--- src/rtl/moving_average_scheduler_if.sv ---
// Handshake bundle for moving_average_scheduler: per-channel sample inputs
// with a shared ready vector, and the single tagged result output.
interface moving_average_scheduler_if #(
    parameter int NCH = 4,
    parameter int DW  = 8
);
    logic [NCH-1:0]    in_valid;
    logic [NCH*DW-1:0] in_data;
    logic [NCH-1:0]    in_ready;
    logic              out_valid;
    logic [2:0]        out_chan;
    logic [DW-1:0]     out_data;
    logic              out_ready;

    modport master (
        output in_valid, in_data, out_ready,
        input  in_ready, out_valid, out_chan, out_data
    );

    modport slave (
        input  in_valid, in_data, out_ready,
        output in_ready, out_valid, out_chan, out_data
    );
endinterface

--- src/rtl/moving_average_scheduler.sv ---
// moving_average_scheduler: one shared W-tap moving-average datapath,
// time-multiplexed over NCH sample streams by a round-robin arbiter.
// Each channel keeps its own history and running sum. Every admitted sample
// produces one result, tagged with its channel, on the following cycle.
// Optional build macro MAVG_SCHED_FLUSH_EN adds a synchronous flush input
// that clears all histories, sums and the rr pointer but leaves a pending
// result in place.
module moving_average_scheduler #(
    parameter int NCH   = 4,
    parameter int DW    = 8,
    parameter int LOG2W = 2
) (
    input  logic system1000,
    input  logic system1000_rstn,
`ifdef MAVG_SCHED_FLUSH_EN
    input  logic flush,
`endif
    moving_average_scheduler_if.slave bus
);
    localparam int W  = 1 << LOG2W;
    localparam int SW = DW + LOG2W;
    localparam int CW = (NCH > 1) ? $clog2(NCH) : 1;

    logic flush_i;
`ifdef MAVG_SCHED_FLUSH_EN
    assign flush_i = flush;
`else
    assign flush_i = 1'b0;
`endif

    logic signed [DW-1:0] hist [NCH][W];
    logic signed [SW-1:0] sum  [NCH];
    logic [CW-1:0]        rr_ptr;

    logic                 out_valid_q;
    logic [2:0]           out_chan_q;
    logic signed [DW-1:0] out_data_q;

    logic                 slot_free;
    logic                 grant_any;
    logic [CW-1:0]        grant_idx;
    logic [NCH-1:0]       grant_oh;
    logic signed [DW-1:0] sample;
    logic signed [DW-1:0] oldest;
    logic signed [SW-1:0] sample_ext;
    logic signed [SW-1:0] oldest_ext;
    logic signed [SW-1:0] new_sum;
    logic signed [SW-1:0] avg_full;

    // Round-robin grant: first requesting channel at or above rr_ptr, wrapping.
    always_comb begin
        logic [CW-1:0] cand;
        cand      = '0;
        slot_free = !out_valid_q || bus.out_ready;
        grant_any = 1'b0;
        grant_idx = '0;
        grant_oh  = '0;
        for (int off = 0; off < NCH; off++) begin
            cand = CW'((int'(rr_ptr) + off) % NCH);
            if (!grant_any && slot_free && !flush_i && bus.in_valid[cand]) begin
                grant_any = 1'b1;
                grant_idx = cand;
            end
        end
        if (grant_any) begin
            grant_oh[grant_idx] = 1'b1;
        end
    end

    // Shared datapath: swap the oldest tap of the granted channel for the new sample.
    always_comb begin
        sample = '0;
        for (int i = 0; i < NCH; i++) begin
            if (grant_oh[i]) begin
                sample = bus.in_data[i*DW +: DW];
            end
        end
        oldest     = hist[grant_idx][W-1];
        sample_ext = {{LOG2W{sample[DW-1]}}, sample};
        oldest_ext = {{LOG2W{oldest[DW-1]}}, oldest};
        new_sum    = sum[grant_idx] - oldest_ext + sample_ext;
        // Arithmetic shift floors toward negative infinity; the quotient always fits DW bits.
        avg_full   = new_sum >>> LOG2W;
    end

    // Per-channel history, running sums and the rr pointer.
    always_ff @(posedge system1000 or negedge system1000_rstn) begin
        if (!system1000_rstn) begin
            for (int c = 0; c < NCH; c++) begin
                sum[c] <= '0;
                for (int t = 0; t < W; t++) begin
                    hist[c][t] <= '0;
                end
            end
            rr_ptr <= '0;
        end else if (flush_i) begin
            for (int c = 0; c < NCH; c++) begin
                sum[c] <= '0;
                for (int t = 0; t < W; t++) begin
                    hist[c][t] <= '0;
                end
            end
            rr_ptr <= '0;
        end else if (grant_any) begin
            for (int t = W - 1; t > 0; t--) begin
                hist[grant_idx][t] <= hist[grant_idx][t-1];
            end
            hist[grant_idx][0] <= sample;
            sum[grant_idx]     <= new_sum;
            rr_ptr             <= (grant_idx == CW'(NCH - 1)) ? '0 : grant_idx + 1'b1;
        end
    end

    // Result register: load on accept, drop valid once consumed, hold under backpressure.
    always_ff @(posedge system1000 or negedge system1000_rstn) begin
        if (!system1000_rstn) begin
            out_valid_q <= 1'b0;
            out_chan_q  <= '0;
            out_data_q  <= '0;
        end else if (grant_any) begin
            out_valid_q <= 1'b1;
            out_chan_q  <= 3'(grant_idx);
            out_data_q  <= avg_full[DW-1:0];
        end else if (bus.out_ready) begin
            out_valid_q <= 1'b0;
        end
    end

    assign bus.in_ready  = grant_oh;
    assign bus.out_valid = out_valid_q;
    assign bus.out_chan  = out_chan_q;
    assign bus.out_data  = out_data_q;

endmodule

--- src/flat_wrapper.sv ---
// flat-port wrapper written by rule: the top's interface ports become plain ports
module moving_average_scheduler_flat 
#(
    parameter int NCH   = 4,
    parameter int DW    = 8,
    parameter int LOG2W = 2
)
  (system1000, system1000_rstn, bus_in_valid, bus_in_data, bus_out_ready, bus_in_ready, bus_out_valid, bus_out_chan, bus_out_data);
  moving_average_scheduler_if #(.NCH(NCH), .DW(DW)) bus_i ();
  input  logic system1000;
  input  logic system1000_rstn;
  input wire logic [$bits(bus_i.in_valid)-1:0] bus_in_valid;
  input wire logic [$bits(bus_i.in_data)-1:0] bus_in_data;
  input wire logic [$bits(bus_i.out_ready)-1:0] bus_out_ready;
  output wire logic [$bits(bus_i.in_ready)-1:0] bus_in_ready;
  output wire logic [$bits(bus_i.out_valid)-1:0] bus_out_valid;
  output wire logic [$bits(bus_i.out_chan)-1:0] bus_out_chan;
  output wire logic [$bits(bus_i.out_data)-1:0] bus_out_data;
  assign bus_i.in_valid = bus_in_valid;
  assign bus_i.in_data = bus_in_data;
  assign bus_i.out_ready = bus_out_ready;
  assign bus_in_ready = bus_i.in_ready;
  assign bus_out_valid = bus_i.out_valid;
  assign bus_out_chan = bus_i.out_chan;
  assign bus_out_data = bus_i.out_data;
  moving_average_scheduler #(.NCH(NCH), .DW(DW), .LOG2W(LOG2W)) u_core (.system1000(system1000), .system1000_rstn(system1000_rstn), .bus(bus_i));
endmodule
--- config.mk ---
export PLATFORM = sky130hd
export DESIGN_NAME = moving_average_scheduler_flat
export DESIGN_NICKNAME = d
export VERILOG_FILES = /design/src/rtl/moving_average_scheduler_if.sv /design/src/rtl/moving_average_scheduler.sv /design/src/flat_wrapper.sv
export SDC_FILE = /design/constraint.sdc
export NUM_CORES = 1
export LEC_CHECK = 0
export ABC_AREA = 0
export CAP_MARGIN = 10
export CORE_AREA = 3 3 137 139
export CTS_BUF_LIST = sky130_fd_sc_hd__clkbuf_8 sky130_fd_sc_hd__clkbuf_16
export DETAILED_ROUTE_END_ITERATION = 8
export DIE_AREA = 0 0 140 142
export PLACE_DENSITY = 0.68
export SLEW_MARGIN = 20
export SYNTH_ARGS = -nofsm -noshare
export SYNTH_HDL_FRONTEND = slang
export SYNTH_SLANG_ARGS = --single-unit
--- constraint.sdc ---
create_clock -name system1000 -period 10.5 [get_ports system1000]
set_input_delay 1.05 -clock system1000 [delete_from_list [all_inputs] [get_ports system1000]]
set_output_delay 1.05 -clock system1000 [all_outputs]
set_load 0.02 [all_outputs]
== Word level (Yosys, flattened, before mapping) ==
Index checks and enable logic that the tools add are counted.
Widths: inputs -> output; s select.
Storage, ports and cells
  memories: 0
  register bits: 181
  RAM bits: 0
  word-level logic and storage cells: 102
  input bits: 39
  bits in latches: 0
  output and inout bits: 16
  bits in read-only memories: 0
Cells by class
  shift operators: 0
  bitwise logic cells: 1
  equality and inequality tests: 1
  reductions and logical operators: 15
  div/mod/pow operators: 0
  mux-type cells: 47
  add/sub/neg operators: 6
  multipliers: 0
  order comparisons: 8
Operators by type and width (count)
  $bwmux 128: 4
  $demux 32 s2: 4
  $mux 32: 3
  $bmux 32 s2: 1
  $bwmux 40: 1
  $mux 8: 5
  $mux 10: 3
  $mux 24: 1
  $bmux 10 s2: 1
  $demux 10 s2: 1
  $mux 16: 1
  $lt 2x3->1 const B: 5
  $mux 1: 11
  $add 10x8->10: 1
  $mux 2: 5
  $sub 10x8->10: 1
  $logic_and 1x1->1: 9
  $bmux 1 s2: 4
  $add 2x1->2 const B: 2
  $add 2x2->2 const B: 2
  $logic_not 1->1: 4
  $mux 4: 1
  $ge 3x3->1 const B: 1
  $lt 3x1->1 const B: 1
  6 further kinds: 6

== Longest topological paths before layout ==
Gate-level depths: netlist (run 1).
  depth in word-level cells: 27
  mapped depth: 30
  gate-level depth less buffers: 26

== Worst setup path after synthesis (run 1) ==
No wires, ideal clock.
  kind: input port to flip-flop
  start: in bus_out_ready
  end: reg u_core.out_data_q[6] (netlist: u_core.bus.out_data[6])
  stages: 25
  arrival time: 5637 ps
  library setup time: 137 ps
  path buffers: 5
  setup slack: 4726 ps
  cells stage by stage: nand2b_1 -> o21ai_1 -> a211oi_4 -> buf_6 -> clkbuf_1 -> clkbuf_1 -> ha_1 -> clkbuf_1 -> clkbuf_1 -> nor2_1 -> a21oi_1 -> nor2_1 -> a21oi_1 -> nor2_1 -> inv_1 -> fa_1 -> fa_1 -> nor2b_1 -> o21ai_0 -> a21boi_0 -> o21ai_0 -> a21boi_0 -> o21a_1 -> o21a_1 -> o31ai_1
On the way
  word-level cells in the longest chain between the ends: 25
  elaborated cells on any way between the ends: 38
  classes of those cells: add/sub (2); order compare (2); mux (21); bitwise (1); reduce/logical (12)
RTL lines
  start, declared: RTL line flat_wrapper.sv:14  | input wire logic [$bits(bus_i.out_ready)-1:0] bus_out_ready;
  $logic_or 1x1->1 *: RTL line moving_average_scheduler.sv:54  | slot_free = !out_valid_q || bus.out_ready;
  $logic_and 1x1->1: RTL line moving_average_scheduler.sv:60  | if (!grant_any && slot_free && !flush_i && bus.in_valid[cand]) begin
  $mux 1: RTL line moving_average_scheduler.sv:60
  $logic_not 1->1: RTL line moving_average_scheduler.sv:60
  $logic_and 1x1->1 (2 in series): RTL line moving_average_scheduler.sv:60
  $mux 1: RTL line moving_average_scheduler.sv:60
  $logic_not 1->1: RTL line moving_average_scheduler.sv:60
  $logic_and 1x1->1 (2 in series): RTL line moving_average_scheduler.sv:60
  [5 not listed]
  named net u_core.grant_idx[1]: RTL line moving_average_scheduler.sv:41  | logic [CW-1:0] grant_idx;
  $lt 2x3->1 (not written as such) or $ge 2x1->1 (tied branches): RTL line moving_average_scheduler.sv:66  | grant_oh[grant_idx] = 1'b1;
  $logic_and 1x1->1 (not written as such): RTL line moving_average_scheduler.sv:66
  $mux 1 (not written as such): RTL line moving_average_scheduler.sv:66
  $demux 1 s2
  $mux 4: RTL line moving_average_scheduler.sv:65  | if (grant_any) begin
  $mux 8 (4 in series): RTL line moving_average_scheduler.sv:74  | if (grant_oh[i]) begin
  $add 10x8->10 *: RTL line moving_average_scheduler.sv:81  | new_sum = sum[grant_idx] - oldest_ext + sample_ext;
  end signal, assigned: RTL line moving_average_scheduler.sv:123  | out_data_q <= avg_full[DW-1:0];
  end, declared: RTL line moving_average_scheduler.sv:37  | logic signed [DW-1:0] out_data_q;
The timed path passes the listed nets; every way through them passes the cells marked *. The select of a mux whose other input is x is not followed.
A chain may end at the register's enable or synchronous reset.

== Final worst setup path (run 1) ==
  start: in bus_out_ready
  end: reg u_core.sum[28] (netlist name)
On the way
  word-level cells in the longest chain between the ends: 26
  elaborated cells on any way between the ends: 44
  classes of those cells: add/sub (2); order compare (4); mux (24); bitwise (1); reduce/logical (13)
RTL lines
  $logic_or 1x1->1 *: RTL line moving_average_scheduler.sv:54
  $logic_and 1x1->1: RTL line moving_average_scheduler.sv:60
  $mux 1: RTL line moving_average_scheduler.sv:60
  $logic_not 1->1: RTL line moving_average_scheduler.sv:60
  $logic_and 1x1->1 (2 in series): RTL line moving_average_scheduler.sv:60
  $mux 1: RTL line moving_average_scheduler.sv:60
  $logic_not 1->1: RTL line moving_average_scheduler.sv:60
  $logic_and 1x1->1 (2 in series): RTL line moving_average_scheduler.sv:60
  [5 not listed]
  $lt 2x3->1 (not written as such) or $ge 2x1->1 (tied branches): RTL line moving_average_scheduler.sv:66
  $logic_and 1x1->1 (not written as such): RTL line moving_average_scheduler.sv:66
  $mux 1 (not written as such): RTL line moving_average_scheduler.sv:66
  $demux 1 s2
  $mux 4: RTL line moving_average_scheduler.sv:65
  $mux 8 (4 in series): RTL line moving_average_scheduler.sv:74
  $add 10x8->10: RTL line moving_average_scheduler.sv:81
  $bwmux 40: RTL line moving_average_scheduler.sv:109  | sum[grant_idx] <= new_sum;
  end signal, assigned by index: RTL line moving_average_scheduler.sv:109
  end, declared: RTL line moving_average_scheduler.sv:32  | logic signed [SW-1:0] sum [NCH];
Mark *: on every way between the ends. The rest lies on a longest branch, timed or not. The select of a mux whose other input is x is not followed.

==> run_results.csv, run 1 <==
group,metric,value,unit
status,status,"finished clean",
logic_synthesis,netlist.area_leader.share,51.5,%
clocking,insertion_delay,0.44,ns
clocking,cts_buffer_depth,2,
clocking,postCtsHoldBufs,0,
clocking,htreeDepth,4,
logic_synthesis,ys_seq_area_share,51.5,%
worst_setup_path,reg2reg_to,"u_core.sum[28]$_DFFE_PN0P_",
logic_synthesis,synth_top_family_by_area,"simple AND/OR/NAND/NOR gates",
worst_setup_path,ff2ff_setup_slack,4.42,ns
hold_path,holdPathStages,2,
sta,setup_viol,0,
sta,finalHoldViolations,0,
placement,dpl.hpwl,12200,um
clocking,cts_buffers,17,
worst_setup_path,crit_path_end,"u_core.sum[28]$_DFFE_PN0P_",
logic_synthesis,synth_cells,1012,
sta,worst_clock_skew,0.0114,ns
worst_setup_path,cp_max_fo,75,
floorplanning,core_area,0.0178,mm2
floorplanning,dieArea,0.0199,mm2
power,power.share.switching,39.6,%
sta,fin_crit_sh,64.1,%
routing,drt-total-wl,20300,um
clocking,cts_setup_buffers,0,
logic_synthesis,synth-async-reset-ratio,100,%
logic_synthesis,synth_most_common_cell,"nand2_1",
final_layout,nFillCells,1601,
clocking,path_clk_slew,0.08,ns
power,intPower,1820,uW
clocking,cts_resized,0,
logic_synthesis,yosys.area_share.adder,4.04,%
global_route,grt_start_max_net_pins,76,
logic_synthesis,synth_nets,1074,
logic_synthesis,synth-seq-cells,181,
worst_setup_path,r2r-start,"u_core.rr_ptr[1]$_DFFE_PN0P_",
final_layout,nNetsFinal,1089,
floorplanning,io_pins,55,
power,switching_power,1200,uW
global_route,antenna_found_initial,0,
worst_setup_path,cp.required,10.78,ns
worst_setup_path,crit_slowest_cell,"buf_4",
worst_setup_path,crit_chain,"clkdlybuf4s50_1 > nand2b_1 > o21ai_1 > a211oi_4 > buf_4 > ha_1 > nor2_1 > a21oi_1 > nor2_1 > a21oi_1 > nor2_1 > inv_1 > fa_1 > inv_1 > ha_1 > nor2b_1 > o21ai_0 > a21boi_0 > o21ai_0 > a21boi_0 > o21a_1 > nor3_1 > o31ai_1",
global_route,grt.overflow.total,0,
logic_synthesis,synth.mux.area_fraction,5.46,%
hold_path,hold_path_class,"reg2reg",
power,power_frac_comb,40.9,%
sta,slew_violations,0,
sta,slew_headroom,42.2,%
logic_synthesis,synth_common_cells,"359 x nand2_1, 181 x dfrtp_1, 145 x o21ai_0, 58 x clkbuf_1, 40 x mux2_2",
routing,detail_route.vias_per_cell,5.37,
clocking,cts_tree,"done",
power,pwr-share-clk,20.7,%
power,ir_drop,180,uV
run,cap_viol_max_count,0,
power,pwr-share-seq,38.4,%
sta,fin_ws,3.77,ns
logic_synthesis,synth.largest_area_cell,"dfrtp_1",
logic_synthesis,ys_types,39,
placement,gp_routability_congestion,0.808,
worst_setup_path,cp.arrival,7.01,ns
routing,drc,0,
global_route,grt_pass1_vias,6765,
sta,setup-tns-final,0,ns
logic_synthesis,synth_area,0.00880,mm2
clocking,clock-root-buffer,"clkbuf_16",
power,p_leak,0.00460,uW
final_layout,syn2layout_area_growth,13.9,%
worst_setup_path,critPathLaunchType,"input port",
routing,first_pass_iters,5,
worst_setup_path,path_class,"in2reg",
sta,rsz0062_at_grt,"false",
sta,tightest_slew,0.866,ns
floorplanning,die_x,140,um
logic_synthesis,synth-simple-area-share,20.1,%
placement,io_buffer_count,53,
routing,route.antenna.remaining_nets,0,
sta,post-route-min-period,6.73,ns
worst_setup_path,path_buf_inv,4,
worst_setup_path,critPathLaunch,"bus_out_ready",
routing,vias,6813,
worst_setup_path,r2r_cells,22,
global_route,grt_pass1_wl,34000,um
floorplanning,start_util,49.5,%
floorplanning,die_h,142,um
logic_synthesis,synth_compound_area_share,13.8,%
floorplanning,rows,49,
worst_setup_path,crit_path_frequent_cell,"nor2_1",
worst_setup_path,crit_family,"compound AO/OA/AOI/OAI gates",
power,powerDensity,301,mW/mm2
logic_synthesis,synthXorXnorAreaFrac,0.853,%
final_layout,drive_gt1_share,8.75,%
worst_setup_path,crit_path_end_kind,"flip-flop",
global_route,grtUsageTotal,21.4,%
worst_setup_path,slowest_delay,0.77,ns
logic_synthesis,ys_warn_count,0,
final_layout,antennaDiodeCount,0,
clocking,cts.sinks,181,
placement,pre_cts_ws,3.39,ns
logic_synthesis,avgSynthCellArea,8.69,um2
sta,fmax,148,MHz
worst_setup_path,cp.depth,23,
routing,drt-initial-drc-count,517,
logic_synthesis,synth-main-ff-cell,"dfrtp_1",
routing,wl_per_cell,16.0,um
logic_synthesis,synth_enable_flop_cells,0,
logic_synthesis,synth_area_leaders,"dfrtp_1 51%, nand2_1 15%, o21ai_0 8.2%, mux2_2 5.1%, clkbuf_1 2.5%",
[placed cells by master, fill, tap and decap left out, types with 17 or more instances in the layout]
cell type	synthesis	routed
dfrtp_1	181	181
o31ai_1	23	23
a21oi_1	22	22
nand2_1	359	355
nor2_1	24	24
inv_1	27	26
mux2_2	40	40
o21ai_0	145	145
clkdlybuf4s50_1	0	52
clkbuf_16	0	17
nand3_1	32	32
[worst register-to-register path: stages, from the launching register on]
cell and delay, ns:
dfrtp_1 0.44, nand2b_1 0.15, o21ai_1 0.09, a211oi_4 0.60
buf_4 0.78, ha_1 0.66, nor2_1 0.10, a21oi_1 0.13
nor2_1 0.05, a21oi_1 0.34, nor2_1 0.07, inv_1 0.09
fa_1 0.40, inv_1 0.08, ha_1 0.26, nor2b_1 0.14
o21ai_0 0.27, a21boi_0 0.16, o21ai_0 0.20, a21boi_0 0.16
o21a_1 0.20, nor3_1 0.42, o31ai_1 0.12
[stage by stage]
| stage | power, uW | hold WS [ns] | cell area (um2) | instances | utilization (%) |
|---|---|---|---|---|---|
| detailed placement | 2400 | 0.462 | 9440 | 1237 | 53.1 |
| global placement | 2360 | 0.460 | 9440 | 1237 | 53.1 |
| finish | 3020 | 0.478 | 10000 | 1269 | 56.4 |
| floorplan | 2040 | 0.448 | 8800 | 1012 | - |
| global route | 3280 | 0.492 | 10000 | 1269 | 56.4 |
| CTS | 3040 | 0.482 | 10000 | 1269 | 56.4 |
[routing by layer]
metal / part of all wire, % / global-route usage, % / vias to the layer above / wire length, um
met2: 48 / 35.9 / 121 / 9770
met5: 0 / 0 / - / 0
met1: 47 / 28.3 / 3292 / 9460
met3: 4.3 / 4.91 / 20 / 875
met4: 1.1 / 5.61 / 0 / 218
li1: - / - / 3380 / -
[cell type report]
type,count,area [um2],share of cell area [%]
Clock buffer,18,439,4.38
Clock inverter,14,136,1.36
Inverter,30,113,1.12
Multi-Input combinational cell,734,3910,39.0
Sequential cell,181,4530,45.2
Tap cell,229,287,2.86
Timing Repair Buffer,63,607,6.06
[worst min path at each step]
stage / startpoint / end / slack (ns)
after global placement: u_core.bus.out_chan[1]$_DFFE_PN0P_ / u_core.bus.out_chan[1]$_DFFE_PN0P_ / 0.46
after global routing: u_core.bus.out_data[3]$_DFFE_PN0P_ / u_core.bus.out_data[3]$_DFFE_PN0P_ / 0.49
after CTS: u_core.hist[122]$_DFFE_PN0N_ / u_core.hist[122]$_DFFE_PN0N_ / 0.48
after detailed placement: u_core.bus.out_data[5]$_DFFE_PN0P_ / u_core.bus.out_data[5]$_DFFE_PN0P_ / 0.46
final: u_core.bus.out_data[5]$_DFFE_PN0P_ / u_core.bus.out_data[5]$_DFFE_PN0P_ / 0.48
after floorplan: u_core.hist[120]$_DFFE_PN0N_ / u_core.hist[120]$_DFFE_PN0N_ / 0.45
[logic make-up after synthesis]
family          after synthesis
simple gates                443
fa+ha+maj                    23
buf+inv                      97
mux                          43
compound gates              217
flops                       181
xor+xnor                      7
other cells                   1
[state kept, by name, summed over array words and instances (netlist names)]
register / count
u_core.hist: 128
u_core.bus.out_data: 8
u_core.bus.out_chan: 2
u_core.sum: 40
u_core.bus.out_valid: 1
u_core.rr_ptr: 2
[power groups by stage]
| stage | Clock [uW] | Combinational (uW) | Sequential (uW) |
|---|---|---|---|
| final | 624 | 1230 | 1160 |
| after global routing | 658 | 1420 | 1190 |
| after CTS | 632 | 1250 | 1160 |
| after detailed placement | 0 | 1240 | 1170 |
| after global placement | 0 | 1200 | 1160 |
| after floorplan | 0 | 892 | 1150 |
Note: power is estimated with default switching activity, not from simulation.
==> run 2, diff against run 1 <==
--- a/config.mk
+++ b/config.mk
@@ -11,7 +11,7 @@
 export CTS_BUF_LIST = sky130_fd_sc_hd__clkbuf_8 sky130_fd_sc_hd__clkbuf_16
 export DETAILED_ROUTE_END_ITERATION = 8
 export DIE_AREA = 0 0 140 142
-export PLACE_DENSITY = 0.68
+export PLACE_DENSITY = 0.71
 export SLEW_MARGIN = 20
 export SYNTH_ARGS = -nofsm -noshare
 export SYNTH_HDL_FRONTEND = slang
==> constraint.sdc (replaced) <==
create_clock -name system1000 -period 5.5 [get_ports system1000]
set_input_delay 0.55 -clock system1000 [delete_from_list [all_inputs] [get_ports system1000]]
set_output_delay 0.55 -clock system1000 [all_outputs]
set_load 0.02 [all_outputs]
==> run 2 against run 1 <==
Non-clock buffer count grew 18. Total power grew 96%. Cell count grew 1.4%. Worst hold slack lost 0.29 ns. Register-to-register slack worse by 3.7 ns. Utilization increased by 1.1 points. Clock skew shrank 0.0023 ns. Critical path depth is 1 higher. Combinational power up 97%. Critical path type unchanged. Largest power group unchanged.
==> run_results.csv, run 2 (same netlist as run 1, synthesis figures left out) <==
group,metric,value,unit
routing,route.antenna.remaining_nets,0,
routing,detail_route.vias_per_cell,5.42,
global_route,grt_start_max_net_pins,92,
clocking,cts_tree,"done",
routing,first_pass_iters,5,
worst_setup_path,crit_chain,"clkdlybuf4s50_1 > nand2b_1 > o21ai_1 > a211oi_4 > inv_2 > ha_1 > nor2b_2 > a22oi_1 > nor2_1 > a21oi_1 > nor2_1 > a21oi_1 > nor2_1 > inv_1 > fa_1 > fa_1 > nor2b_1 > o21ai_0 > a21boi_0 > o21ai_0 > a21boi_0 > o21a_1 > o21a_1 > o31ai_1",
clocking,cts.sinks,181,
final_layout,largest_reg_flops,128,
power,ir_drop,314,uV
clocking,htreeDepth,4,
power,powerDensity,579,mW/mm2
worst_setup_path,cp_max_fo,7,
final_layout,nNetsFinal,1107,
global_route,grt_pass1_wl,34300,um
floorplanning,rows,49,
sta,tightest_slew,0.836,ns
worst_setup_path,crit_path_end_kind,"flip-flop",
floorplanning,die_x,140,um
placement,dpl.hpwl,12500,um
floorplanning,io_pins,55,
global_route,grtUsageTotal,21.3,%
sta,worst_clock_skew,0.00912,ns
final_layout,stdcell_count,1287,
global_route,grt.overflow.total,0,
worst_setup_path,slowest_delay,0.47,ns
floorplanning,dieArea,0.0199,mm2
clocking,postCtsHoldBufs,0,
routing,drt-total-wl,20300,um
power,p_total,5910,uW
floorplanning,start_util,49.5,%
worst_setup_path,cp.arrival,5.26,ns
routing,drc,0,
final_layout,final_cell_mix,"355 x nand2_1, 181 x dfrtp_1, 145 x o21ai_0",
worst_setup_path,crit_path_frequent_cell,"nor2_1",
final_layout,fin_util,57.5,%
worst_setup_path,path_buf_inv,3,
routing,wl_per_cell,15.7,um
clocking,clock-root-buffer,"clkbuf_16",
global_route,grt_pass1_vias,6834,
sta,slew_headroom,44.2,%
placement,gp_routability_congestion,0.852,
sta,finalHoldViolations,0,
hold_path,hold_path_class,"in2async",
sta,fin_crit_sh,90.3,%
clocking,path_clk_slew,0.07,ns
placement,io_buffer_count,53,
final_layout,drive_gt1_share,10.4,%
power,p_leak,0.00472,uW
floorplanning,core_area,0.0178,mm2
sta,fmax,201,MHz
sta,setup_viol,0,
run,cap_viol_max_count,0,
clocking,cts_buffer_depth,2,
worst_setup_path,crit_slowest_cell,"fa_1",
final_layout,antennaDiodeCount,0,
clocking,insertion_delay,0.44,ns
worst_setup_path,crit_family,"compound AO/OA/AOI/OAI gates",
global_route,antenna_found_initial,0,
worst_setup_path,critPathLaunchType,"input port",
worst_setup_path,path_class,"in2reg",
sta,post-route-min-period,4.97,ns
final_layout,layout_commonest_cell,"nand2_1",
routing,vias,6970,
sta,slew_violations,0,
floorplanning,die_h,142,um
final_layout,syn2layout_area_growth,16.2,%
sta,rsz0062_at_grt,"false",
clocking,cts_buffers,17,
final_layout,largest_register,"u_core.hist",
placement,placed_cells,1255,
routing,drt-initial-drc-count,533,
worst_setup_path,cp.required,5.79,ns
clocking,cts_setup_buffers,0,
status,status,"finished clean",
## run 2: cell types whose count changed in the layout (fill, tap and decap cells not counted), sizes merged
cell and delta:
inv -2, buf +18, clkinv -3, clkbuf +1, clkinvlp +1, bufinv +3
## run 2: area by class of cell
class / count / area (um2)
Clock buffer: 19 / 453
Clock inverter: 13 / 170
Fill cell: 1584 / 7560
Inverter: 30 / 113
Multi-Input combinational cell: 734 / 3920
Sequential cell: 181 / 4530
Tap cell: 229 / 287
Timing Repair Buffer: 81 / 754
## run 2: worst paths after layout
path / endpoint / from / depth (start not counted) / slack (ns)
max: u_core.sum[28]$_DFFE_PN0P_ / bus_out_ready / 24 / 0.53
min: u_core.bus.out_data[2]$_DFFE_PN0P_ / system1000_rstn / 1 / 0.19
max reg2reg: u_core.sum[28]$_DFFE_PN0P_ / u_core.rr_ptr[1]$_DFFE_PN0P_ / 23 / 0.69
min reg2reg: u_core.bus.out_data[3]$_DFFE_PN0P_ / u_core.bus.out_data[3]$_DFFE_PN0P_ / 2 / 0.48
max in group asynchronous: u_core.hist[64]$_DFFE_PN0P_ / system1000_rstn / 2 / 4.18
min in group system1000: u_core.bus.out_data[3]$_DFFE_PN0P_ / u_core.bus.out_data[3]$_DFFE_PN0P_ / 2 / 0.48
## run 2: metrics by stage
stage / hold WS [ns] / TNS [ns] / instance area, um2 / setup WS [ns]
CTS: 0.223 / 0 / 10200 / 0.307
finish: 0.189 / 0 / 10200 / 0.533
global route: 0.267 / 0 / 10200 / 0.0706
global placement: 0.459 / 0 / 9590 / 0.0926
detailed placement: 0.461 / -0.340 / 9590 / -0.0725
floorplan: 0.254 / 0 / 8800 / 0.226
## run 2: per-layer routing
layer	up-vias	wire (um)	global-route usage, %
met2	157	9530	34.3
met5	-	0	0
li1	3405	-	-
met4	0	369	7.70
met3	27	807	3.56
met1	3381	9550	29.5
## run 2: report_power, final
part	internal (uW)	switching (uW)	total (uW)
Clock	746	540	1290
Sequential	1920	291	2210
Combinational	984	1430	2420
Total	3650	2270	5910
## run 2: repair_timing
| action | 4_1_cts | 5_1_grt |
|---|---|---|
| gates resized for setup | 0 | 2 |
| hold endpoints to repair | 0 | 0 |
| endpoints found under the setup margin | 0 | 5 |
==> run 3, diff against run 2 <==
--- a/config.mk
+++ b/config.mk
@@ -11,7 +11,7 @@
 export CTS_BUF_LIST = sky130_fd_sc_hd__clkbuf_8 sky130_fd_sc_hd__clkbuf_16
 export DETAILED_ROUTE_END_ITERATION = 8
 export DIE_AREA = 0 0 140 142
-export PLACE_DENSITY = 0.71
+export PLACE_DENSITY = 0.68
 export SLEW_MARGIN = 20
 export SYNTH_ARGS = -nofsm -noshare
 export SYNTH_HDL_FRONTEND = slang
==> constraint.sdc (replaced) <==
create_clock -name system1000 -period 5.9 [get_ports system1000]
set_input_delay 0.59 -clock system1000 [delete_from_list [all_inputs] [get_ports system1000]]
set_output_delay 0.59 -clock system1000 [all_outputs]
set_load 0.02 [all_outputs]
==> run 3 against run 2 <==
Largest power group unchanged. Global-route usage up 0.38 points. Sequential share of layout area up 0.41 points. Total power down 8.0%. Largest cell class unchanged. Clock skew up 0.0014 ns. Combinational power down 8%. Cell area down 0.91%.
==> run_results.csv, run 3 (same netlist as run 1, synthesis figures left out) <==
group,metric,value,unit
status,status,"finished clean",
global_route,antenna_found_initial,0,
placement,io_buffer_count,53,
worst_setup_path,crit_slowest_cell,"fa_1",
routing,first_pass_iters,5,
floorplanning,die_x,140,um
sta,tightest_slew,0.827,ns
power,pwr-share-clk,21.4,%
worst_setup_path,crit_path_frequent_cell,"nor2_1",
worst_setup_path,r2r-start,"u_core.rr_ptr[1]$_DFFE_PN0P_",
global_route,grtUsageTotal,21.7,%
sta,rsz0062_at_grt,"false",
final_layout,largest_register,"u_core.hist",
global_route,grt_start_max_net_pins,90,
global_route,grt_pass1_vias,6952,
sta,fin_crit_sh,88.4,%
power,intPower,3290,uW
worst_setup_path,cp.arrival,5.50,ns
final_layout,layout_commonest_cell,"nand2_1",
final_layout,fin_util,57.0,%
worst_setup_path,r2r_cells,23,
routing,drt-total-wl,20600,um
sta,fmax,192,MHz
floorplanning,core_area,0.0178,mm2
clocking,htreeDepth,4,
routing,wl_per_cell,16.1,um
final_layout,final_cell_mix,"355 x nand2_1, 181 x dfrtp_1, 145 x o21ai_0",
worst_setup_path,crit_path_end_kind,"flip-flop",
worst_setup_path,path_class,"in2reg",
clocking,insertion_delay,0.44,ns
clocking,clock-root-buffer,"clkbuf_16",
clocking,path_clk_slew,0.07,ns
run,cap_viol_max_count,0,
worst_setup_path,critPathLaunchType,"input port",
final_layout,syn2layout_area_growth,15.1,%
final_layout,antennaDiodeCount,0,
worst_setup_path,cp.required,6.18,ns
placement,dpl.hpwl,12500,um
final_layout,largest_reg_flops,128,
hold_path,hold_path_class,"in2async",
worst_setup_path,reg2reg_to,"u_core.sum[38]$_DFFE_PN0N_",
clocking,cts_buffer_depth,2,
worst_setup_path,crit_chain,"clkdlybuf4s50_1 > nand2b_1 > o21ai_1 > a211oi_4 > inv_2 > ha_1 > nor2b_1 > a22oi_1 > nor2_1 > a21oi_1 > nor2_1 > a21oi_1 > nor2_1 > inv_1 > fa_1 > fa_1 > nor2b_1 > o21ai_0 > a21boi_0 > o21ai_0 > a21boi_0 > o21a_1 > o21a_1 > o31ai_1",
sta,finalHoldViolations,0,
worst_setup_path,ff2ff_setup_slack,0.85,ns
sta,slew_violations,0,
final_layout,nNetsFinal,1098,
worst_setup_path,cp_max_fo,7,
sta,post-route-min-period,5.21,ns
global_route,use_met2,34.9,%
sta,setup-tns-final,0,ns
routing,vias,6940,
clocking,postCtsHoldBufs,0,
final_layout,register_area,0.00453,mm2
sta,setup_viol,0,
sta,slew_headroom,44.9,%
global_route,grt_pass1_wl,34700,um
final_layout,drive_gt1_share,9.63,%
clocking,cts_tree,"done",
clocking,cts.sinks,181,
power,p_leak,0.00467,uW
clocking,cts_setup_buffers,0,
power,ir_drop,295,uV
worst_setup_path,critPathLaunch,"bus_out_ready",
power,power_frac_comb,40.7,%
power,pwr-share-seq,37.9,%
global_route,grt_util_met1,29.6,%
floorplanning,rows,49,
clocking,cts_buffers,17,
clocking,cts_resized,0,
global_route,busiest_layer,"met2",
power,switching_power,2150,uW
worst_setup_path,slowest_delay,0.47,ns
floorplanning,die_h,142,um
placement,gp_routability_congestion,0.873,
global_route,grt_use_met3,4.40,%
power,power.share.switching,39.5,%
final_layout,nFillCells,1597,
sta,worst_clock_skew,0.0105,ns
global_route,grt.overflow.total,0,
final_layout,multi_input_area,0.00391,mm2
routing,drt-initial-drc-count,568,
power,powerDensity,537,mW/mm2
floorplanning,dieArea,0.0199,mm2
floorplanning,start_util,49.5,%
routing,detail_route.vias_per_cell,5.43,
floorplanning,io_pins,55,
routing,drc,0,
routing,route.antenna.remaining_nets,0,
-- run 3: cell types whose count changed in the layout (fill, tap and decap cells not counted), sizes merged --
cell,delta
buf,-9
inv,+6
bufinv,-2
clkbuf,-2
clkinvlp,-2
-- run 3: final cells by class --
class	instances	share of cell area, %
Clock inverter	15	1.75
Clock buffer	17	4.20
Tap cell	229	2.83
Inverter	30	1.11
Multi-Input combinational cell	734	38.6
Sequential cell	181	44.7
Timing Repair Buffer	72	6.78
-- run 3: power by group through the flow --
| stage | Combinational, uW | Sequential, uW | Clock [uW] |
|---|---|---|---|
| global route | 2540 | 2130 | 1230 |
| CTS | 2230 | 2060 | 1180 |
| finish | 2220 | 2060 | 1160 |
| global placement | 2150 | 2060 | 0 |
| floorplan | 1590 | 2050 | 0 |
| detailed placement | 2210 | 2080 | 0 |
-- run 3: how the worst max path moves through the flow --
stage                                                     to  slack, ns  cells past startpoint
after floorplan           u_core.bus.out_data[6]$_DFFE_PN0P_       0.59                     25
after global placement             u_core.sum[8]$_DFFE_PN0P_       0.40                     24
after detailed placement          u_core.sum[18]$_DFFE_PN0P_       0.28                     24
after CTS                         u_core.sum[38]$_DFFE_PN0N_       0.72                     24
after global routing              u_core.sum[38]$_DFFE_PN0N_       0.01                     24
final                             u_core.sum[38]$_DFFE_PN0N_       0.69                     24
-- run 3: layer usage --
metal / routed length [um] / vias to the layer above
met2: 9680 / 160
met5: 0 / -
li1: - / 3387
met4: 505 / 0
met1: 9590 / 3354
met3: 835 / 39
-- run 3: critical path, delay by kind of cell --
family / cells / cell delay (ns)
AOI/OAI and AO/OA: 12 / 2.41
adders and majority gates: 3 / 1.15
buffers and inverters: 3 / 0.65
and+or+nand+nor: 6 / 0.68
-- run 3: stage by stage --
step	total power [uW]	area [um2]	setup slack, ns	std cells	hold WS (ns)
after floorplan	3640	8800	0.586	1012	0.294
final	5440	10100	0.685	1278	0.201
after CTS	5460	10100	0.721	1278	0.262
after global routing	5900	10100	0.0149	1278	0.279
after global placement	4210	9520	0.400	1246	0.458
after detailed placement	4290	9520	0.283	1246	0.462
